===== src/rtl/register_file_sb.sv =====
// Register file with two combinational read ports, one clocked write port and a per-register busy scoreboard.
// Latency: reads, bypass and stall are combinational; writes and scoreboard updates take effect at the next rising clk.
// Backpressure: stall tells decode to hold; an issue made while stall is high is dropped and must be retried.
module register_file_sb #(
    parameter int DATA_W  = 32,
    parameter int ADDR_W  = 4,
    parameter int BYPASS  = 1,
    parameter int R0_ZERO = 0
) (
    input  logic                 clk,
    input  logic                 clr,
    input  logic [ADDR_W-1:0]    ra,
    input  logic [ADDR_W-1:0]    rb,
    output logic [DATA_W-1:0]    A,
    output logic [DATA_W-1:0]    B,
    input  logic                 use_a,
    input  logic                 use_b,
    input  logic [ADDR_W-1:0]    rc,
    input  logic [DATA_W-1:0]    C,
    input  logic                 le,
    input  logic                 issue_v,
    input  logic [ADDR_W-1:0]    issue_rd,
    output logic                 stall,
    output logic [2**ADDR_W-1:0] busy
);

    localparam int DEPTH = 2**ADDR_W;

    logic [DATA_W-1:0] regs_q [DEPTH];
    logic [DEPTH-1:0]  busy_q;
    logic [DEPTH-1:0]  busy_d;

    logic wr_en;
    logic wb_hit_a;
    logic wb_hit_b;
    logic haz_a;
    logic haz_b;
    logic issue_eff;

    // Write strobe: le is active-low; a write to register 0 is discarded when it is hardwired to zero.
    always_comb begin
        wr_en = ~le;
        if ((R0_ZERO != 0) && (rc == '0)) begin
            wr_en = 1'b0;
        end
    end

    // Writeback address match per read port, only for writes that will really land.
    always_comb begin
        wb_hit_a = wr_en && (ra == rc);
        wb_hit_b = wr_en && (rb == rc);
    end

    // Read muxes: reset forces zero, then register-0 rule, then same-cycle forwarding, then stored value.
    always_comb begin
        A = regs_q[ra];
        B = regs_q[rb];
        if ((BYPASS != 0) && wb_hit_a) begin
            A = C;
        end
        if ((BYPASS != 0) && wb_hit_b) begin
            B = C;
        end
        if ((R0_ZERO != 0) && (ra == '0)) begin
            A = '0;
        end
        if ((R0_ZERO != 0) && (rb == '0)) begin
            B = '0;
        end
        if (clr) begin
            A = '0;
            B = '0;
        end
    end

    // Read-after-write hazard: a busy source is fine only when its value is being forwarded this cycle.
    always_comb begin
        haz_a     = busy_q[ra] && !((BYPASS != 0) && wb_hit_a);
        haz_b     = busy_q[rb] && !((BYPASS != 0) && wb_hit_b);
        stall     = ((haz_a && use_a) || (haz_b && use_b)) && !clr;
        issue_eff = issue_v && !stall;
    end

    // Scoreboard next state: writeback clears, an accepted issue sets, and the set wins on a collision.
    always_comb begin
        busy_d = busy_q;
        if (!le) begin
            busy_d[rc] = 1'b0;
        end
        if (issue_eff) begin
            busy_d[issue_rd] = 1'b1;
        end
        if (R0_ZERO != 0) begin
            busy_d[0] = 1'b0;
        end
    end

    // Register storage: cleared asynchronously, written on the rising edge.
    always_ff @(posedge clk or posedge clr) begin
        if (clr) begin
            for (int i = 0; i < DEPTH; i++) begin
                regs_q[i] <= '0;
            end
        end else if (wr_en) begin
            regs_q[rc] <= C;
        end
    end

    // Scoreboard register: reset discards every pending write.
    always_ff @(posedge clk or posedge clr) begin
        if (clr) begin
            busy_q <= '0;
        end else begin
            busy_q <= busy_d;
        end
    end

    assign busy = busy_q;

endmodule


===== config.mk =====
export PLATFORM = sky130hd
export DESIGN_NAME = register_file_sb
export DESIGN_NICKNAME = d
export VERILOG_FILES = /design/src/rtl/register_file_sb.sv
export SDC_FILE = /design/constraint.sdc
export NUM_CORES = 1
export LEC_CHECK = 0
export ABC_AREA = 1
export BUFFER_PORTS_ARGS = -buffer_cell sky130_fd_sc_hd__buf_2
export CORE_MARGIN = 2
export CORE_UTILIZATION = 55
export DETAILED_ROUTE_END_ITERATION = 6
export PLACE_DENSITY = 0.72
export SLEW_MARGIN = 5
export SYNTH_ARGS = -nofsm -noshare
export SYNTH_HDL_FRONTEND = slang
export SYNTH_SLANG_ARGS = --single-unit

===== constraint.sdc =====
create_clock -name clk -period 12.9 [get_ports clk]
set_input_delay 0.645 -clock clk [delete_from_list [all_inputs] [get_ports clk]]
set_output_delay 0.645 -clock clk [all_outputs]
set_load 0.02 [all_outputs]

==> qor.csv, run 1 <==
metric,value,unit
r2r_start,busy[1],
timing.final.max_slew_violations,0,
synth-seq-cells,528,
dieArea,0.05732,sq mm
worst-endpoint-arrival,4.23,ns
met3_usage,0.06535,
grt_pass1_vias,25988,
die_w,239.4,um
drive_above_1_share,0.07808,
finalCritPeriodShare,0.3782,
reg2reg_depth,11,
syn_area,0.03048,sq mm
fp-row-count,86,
ir_worst_vdd,126.9,uV
cp-end-kind,output port,
clkLatencyLatePin,0.64,ns
io_pins,135,
total_power,4.937,mW
numCtsBuffers,57,
postRouteAntennaNets,0,
grt_pass1_wl,152100,um
rrSetupSlack,11.30,ns
cp_common_cell,nand3_1,
clockBufferDepth,3,
firstDrtPassIters,6,
wl_per_cell,20.78,um
dp_cells,4570,
cp_top_family,buffers and inverters,
hpwl,49620,um
r2r_end,busy[5],
fmax,205.0,MHz
synth_top_area_share,0.4335,
drc,0,
status,finished clean,
ys_warn_count,0,
hold_viol,0,
crit_type,in2out,
hold_path.class,in2async,
busiest_layer,met2,
slowest_delay,0.89,ns
path_clk_slew,0.05,ns
synth.avg_cell_area,7.532,sq um
num-fill-cells,5139,
crit_fanout,134,
tightestPinTransition,1.186,ns
rsz0062_at_grt,false,
worstPathRequired,12.26,ns
synth_cells,4047,
ys_seq_area_frac,0.4335,
synth-edff-count,0,
grt_use_total,0.3405,
cts.sinks,528,
grt_util_met2,0.5054,
critPathSlowestCell,buf_4,
fin_setup_tns,0,ns
cts_resized,0,
synthMostInstantiatedCell,nand2_1,
overflow,0,
ys_top_cells_by_count,"nand2_1 (862), o21ai_0 (620), dfrtp_1 (528), nand3_1 (490), inv_1 (380)",
layout.cells.non_filler,4669,
synth_area_leaders,"dfrtp_1 (43%), nand2_1 (11%), o21ai_0 (10%), nand3_1 (8.0%), o211ai_1 (7.5%)",
synth_ff_type,dfrtp_1,
synth-async-reset-ratio,1.000,
postCtsSetupRepairBufs,0,
cts_tree,built,
die_h,239.4,um
nets,3935,
core_area,0.05499,sq mm
io_buffers,134,
finalCriticalPeriod,4.879,ns
gp_congestion,0.8485,
grt_max_degree,277,
yosysTopAreaCell,dfrtp_1,
p_per_area,153.4,mW/mm^2
start_util,0.5543,
whs,0.1112,ns
relSlewSlack,0.2092,
drt-total-wl,97020,um
use_met1,0.4992,
crit_path_start_kind,primary input,
via_per_inst,6.127,
leakage,15.35,nW
synth_cell_types,29,
syn-num-nets,4101,
antenna_found_initial,4,
setup_viol,0,
drv_cap,0,
area_growth,5.612,%
regArea,0.01321,sq mm
critical_path_buf_inv_count,5,
cts-root-buf,clkbuf_16,
via_count,28607,
finalClockSkew,0.01006,ns
cts_htree_levels,2,
drtIter0Drc,3687,
multi_input_area,0.01377,sq mm
cts_hold_buf,0,
worstPathCellList,buf_8 > buf_4 > buf_4 > a21oi_1 > o21ai_0 > nand3_1 > nand3_1 > nand3_1 > o211ai_1 > inv_1 > buf_2,
==> metrics by stage <==
stage,cell area (sq um),util,setup slack (ns)
2_1_floorplan,30480,-,3.314
3_3_place_gp,30340,0.5517,8.196
3_5_place_dp,30340,0.5517,8.130
4_1_cts,32190,0.5854,8.136
5_1_grt,32190,0.5854,7.754
6_report,32190,0.5854,8.021
==> where the power goes <==
part           switching (mW)  total, mW  internal, mW  leakage, nW
logic                   0.677       1.04         0.367         7.74
clock network           0.697       1.66         0.965        0.909
registers               0.233       2.23          2.00         6.70
total                    1.61       4.94          3.33         15.3
==> how the worst max path moves through the flow <==
stage,startpoint,slack (ns),cells after the start,to
after floorplan,clr,3.31,2,busy[0]
after global placement,ra[0],8.20,11,A[30]
after detailed placement,ra[0],8.13,11,A[30]
after CTS,ra[0],8.14,11,A[30]
after global routing,ra[0],7.75,11,A[30]
final,ra[0],8.02,11,A[30]
==> registers in the layout, summed over array words and instances (netlist names) <==
name,cells
busy,16
regs_q,512
==> logic make-up after synthesis <==
group                     count (synthesis)  synth area share
and+or+nand+nor                        1395            0.1955
AOI/OAI and AO/OA                      1348            0.2504
buffers and inverters                   774            0.1201
DFF                                     528            0.4335
xor gates and xnor gates                  2         0.0005748
==> layer usage <==
layer | part of all wire | up-vias | routed length, um
met5 | 0.00024 | - | 23
met4 | 0.029 | 4 | 2783
met3 | 0.11 | 191 | 11150
met2 | 0.43 | 1565 | 41710
met1 | 0.43 | 13469 | 41350
li1 | - | 13378 | -
==> cell usage in the layout, fill, tap and decap left out, drive strengths merged, types with 2 or more instances in the layout <==
| master | n |
|---|---|
| dfrtp | 528 |
| o211ai | 320 |
| bufinv | 4 |
| nor3 | 5 |
| buf | 159 |
| nand2 | 865 |
| nand3 | 500 |
| diode | 2 |
| a21oi | 256 |
| clkbuf | 85 |
| nor2 | 25 |
| inv | 387 |
| o21ai | 770 |
| clkinv | 10 |
==> final cells by class <==
cell class | instances | share of cell area
clock inverters | 13 | 0.005558
multi-input cells | 2745 | 0.4277
diodes | 2 | 0.0001555
inverters | 389 | 0.04575
clock buffers | 84 | 0.05185
repair buffers | 160 | 0.02942
flip-flops and latches | 528 | 0.4104
well taps | 748 | 0.02907
Note: power is estimated with default switching activity, not from simulation.
==> run 2, diff against run 1 <==
ABC_AREA = 0   (was 1)
PLACE_DENSITY = 0.73   (was 0.72)
clock period = 4.7 ns   (was 12.9 ns; I/O delays follow)
==> run 2 against run 1 <==
Flip-flop and latch count unchanged. Sequential power rose to 2.9 times the previous value. Highest routed layer unchanged. Final area fell by 0.41%. Cell count shrank 44%. Largest power group unchanged. Non-clock buffer count increased by 22.
==> qor.csv, run 2 <==
metric,value,unit,change
status,finished clean,,unchanged
cts_htree_levels,2,,unchanged
synth_ff_type,dfrtp_1,,unchanged
finalCritPeriodShare,0.6539,,
synth-edff-count,0,,unchanged
cp-end-kind,output port,,unchanged
synth_area_leaders,"dfrtp_1 (45%), mux2_2 (20%), mux4_2 (18%), mux4_1 (7.8%), nand2_1 (1.9%)",,"was dfrtp_1 (43%), nand2_1 (11%), o21ai_0 (10%), nand3_1 (8.0%), o211ai_1 (7.5%)"
die_w,235.0,um,was 239.4 um
area_growth,9.257,%,was 5.612%
yosysTopAreaCell,dfrtp_1,,unchanged
via_per_inst,6.921,,was 6.127
grt_max_degree,170,,was 277
overflow,0,,unchanged
timing.final.max_slew_violations,0,,unchanged
ir_worst_vdd,341.8,uV,was 126.9 uV
io_buffers,134,,unchanged
grt_pass1_wl,119300,um,was 152100 um
largest_reg_flops,512,,unchanged
hp-start,C[31],,
synth_cells,1846,,was 4047
syn-num-nets,1900,,was 4101
finalClockSkew,0.003125,ns,was 0.01006 ns
reg2reg_depth,5,,was 11
ys_seq_area_frac,0.4503,,was 0.4335
drc,0,,unchanged
min_path_cells,2,,
p_per_area,449.2,mW/mm^2,was 153.4 mW/mm^2
clockBufferDepth,3,,unchanged
dp_cells,2525,,was 4570
setup_viol,0,,unchanged
cts_resized,0,,unchanged
nets,1957,,was 3935
cts.sinks,528,,unchanged
clkLatencyLatePin,0.61,ns,was 0.64 ns
final_common_cell,dfrtp_1,,was nand2_1
r2r_end,busy[3],,was busy[5]
io_pins,135,,unchanged
fp-row-count,84,,was 86
r2r_start,busy[11],,was busy[1]
grt_pass1_vias,19232,,was 25988
layout.cells.non_filler,2635,,was 4669
drv_cap,0,,unchanged
drive_above_1_share,0.5324,,was 0.07808
crit_fanout,65,,was 134
final_cell_mix,"dfrtp_1 (528), mux2_2 (512), mux4_2 (234)",,"was nand2_1 (852), o21ai_0 (620), dfrtp_1 (528)"
start_util,0.5572,,was 0.5543
cts_tree,built,,unchanged
synth-seq-cells,528,,unchanged
synthMostInstantiatedCell,dfrtp_1,,was nand2_1
ys_warn_count,0,,unchanged
finalCriticalPeriod,3.073,ns,
top_register,regs_q,,unchanged
postCtsSetupRepairBufs,0,,unchanged
holdPathEnd,regs_q[511],,
placement.cell_area,0.03013,sq mm,was 0.03034 sq mm
crit_type,in2out,,unchanged
synth.avg_cell_area,15.89,sq um,was 7.532 sq um
synth_top_area_share,0.4503,,was 0.4335
firstDrtPassIters,5,,was 6
wl_per_cell,29.50,um,was 20.78 um
synth_cell_types,39,,was 29
synth-async-reset-ratio,1.000,,unchanged
gp_congestion,0.8061,,was 0.8485
core_area,0.05266,sq mm,was 0.05499 sq mm
rsz0062_at_grt,false,,unchanged
hold_path.class,in2reg,,was in2async
crit_path_start_kind,primary input,,unchanged
leakage,13.66,nW,was 15.35 nW
grt_use_total,0.2852,,was 0.3405
path_clk_slew,0.06,ns,was 0.05 ns
worstPathRequired,4.47,ns,was 12.26 ns
die_h,235.0,um,was 239.4 um
hpwl,43030,um,was 49620 um
relSlewSlack,0.1842,,was 0.2092
postRouteAntennaNets,0,,unchanged
cts-root-buf,clkbuf_16,,unchanged
drt-total-wl,77740,um,was 97020 um
tightestPinTransition,1.222,ns,was 1.186 ns
via_count,18236,,was 28607
rrSetupSlack,2.81,ns,was 11.30 ns
syn_area,0.02934,sq mm,was 0.03048 sq mm
fmax,325.4,MHz,
utilization,0.6088,,was 0.5854
hold_viol,0,,unchanged
design_area,0.03206,sq mm,was 0.03219 sq mm
drtIter0Drc,1693,,was 3687
num-fill-cells,3820,,was 5139
dieArea,0.05521,sq mm,was 0.05732 sq mm
antenna_found_initial,5,,was 4
worst-endpoint-arrival,2.84,ns,was 4.23 ns
ys_top_cells_by_count,"dfrtp_1 (528), mux2_2 (512), mux4_2 (234), nand2_1 (149), mux4_1 (87)",,"was nand2_1 (862), o21ai_0 (620), dfrtp_1 (528), nand3_1 (490), inv_1 (380)"
numCtsBuffers,56,,was 57
## run 2: cell count changes after synthesis, sizes merged, moves of 20 or more
cell,previous run,this run
o21ai,770,12
nand2,865,149
mux2,0,512
nand3,500,10
inv,387,6
mux4,0,328
o211ai,320,0
a21oi,256,64
buf,262,110
clkbuf,123,71
nor2,25,5
## run 2: logic make-up (layout without fill, tap and decap cells)
kind of cell / Yosys count / in the layout / share of synthesized area
compound gates: 83 / 83 / 0.01471
mux: 846 / 846 / 0.4620
other cells: 0 / 1 / 0
flops: 528 / 528 / 0.4503
xor+xnor: 8 / 8 / 0.002388
buf+inv: 189 / 289 / 0.04230
simple gates: 192 / 192 / 0.02827
## run 2: worst max-delay path by stage
stage | slack [ns] | start | endpoint
2_1_floorplan | -4.17 | clr | stall
3_3_place_gp | 1.67 | rb[0] | B[26]
3_5_place_dp | 1.68 | ra[1] | A[8]
4_1_cts | 1.68 | ra[1] | A[8]
5_1_grt | 1.52 | ra[1] | A[3]
6_report | 1.63 | ra[1] | A[3]
## run 2: power breakdown
part	switching, mW	internal (mW)
logic	1.35	2.18
registers	0.795	5.62
clock network	1.83	2.63
## run 2: layout make-up
type / count / area [sq um] / share of cell area
Multi-Input combinational cell: 1129 / 14940 / 0.4662
Sequential cell: 528 / 13210 / 0.4121
Clock buffer: 87 / 1699 / 0.05300
Timing Repair Buffer: 182 / 1161 / 0.03622
Tap cell: 688 / 860.8 / 0.02685
Clock inverter: 14 / 151.4 / 0.004723
Inverter: 6 / 26.28 / 0.0008196
Antenna cell: 1 / 2.502 / 0.00007806
## run 2: per-layer routing
layer / vias to the layer above / wire length, um / track usage
li1: 7332 / - / -
met1: 9943 / 32460 / 0.4077
met2: 800 / 36840 / 0.4463
met3: 155 / 6239 / 0.05851
met4: 6 / 2172 / 0.08727
met5: - / 32 / 0
## run 2: stage by stage
step / worst slack, ns / total power [mW] / TNS, ns / hold WS, ns
CTS: 1.680 / 14.45 / 0 / 0.09085
global route: 1.517 / 15.02 / 0 / 0.1357
global placement: 1.670 / 9.761 / 0 / 0.2712
finish: 1.627 / 14.40 / 0 / 0.1166
floorplan: -4.174 / 9.057 / -1505.91 / 0.3710
detailed placement: 1.675 / 9.979 / 0 / 0.2780
## run 2: critical path, cell delays in order
cell and delay, ns:
buf_6 0.57, buf_4 0.65, mux4_2 0.41, mux4_2 0.47, nand2_1 0.08, a21oi_1 0.13
buf_2 0.24
## run 2: timing repair
item / 4_1_cts / 5_1_grt
hold endpoints to repair: 23 / 0
hold buffers: 8 / 0
endpoints found under the setup margin: 0 / 0
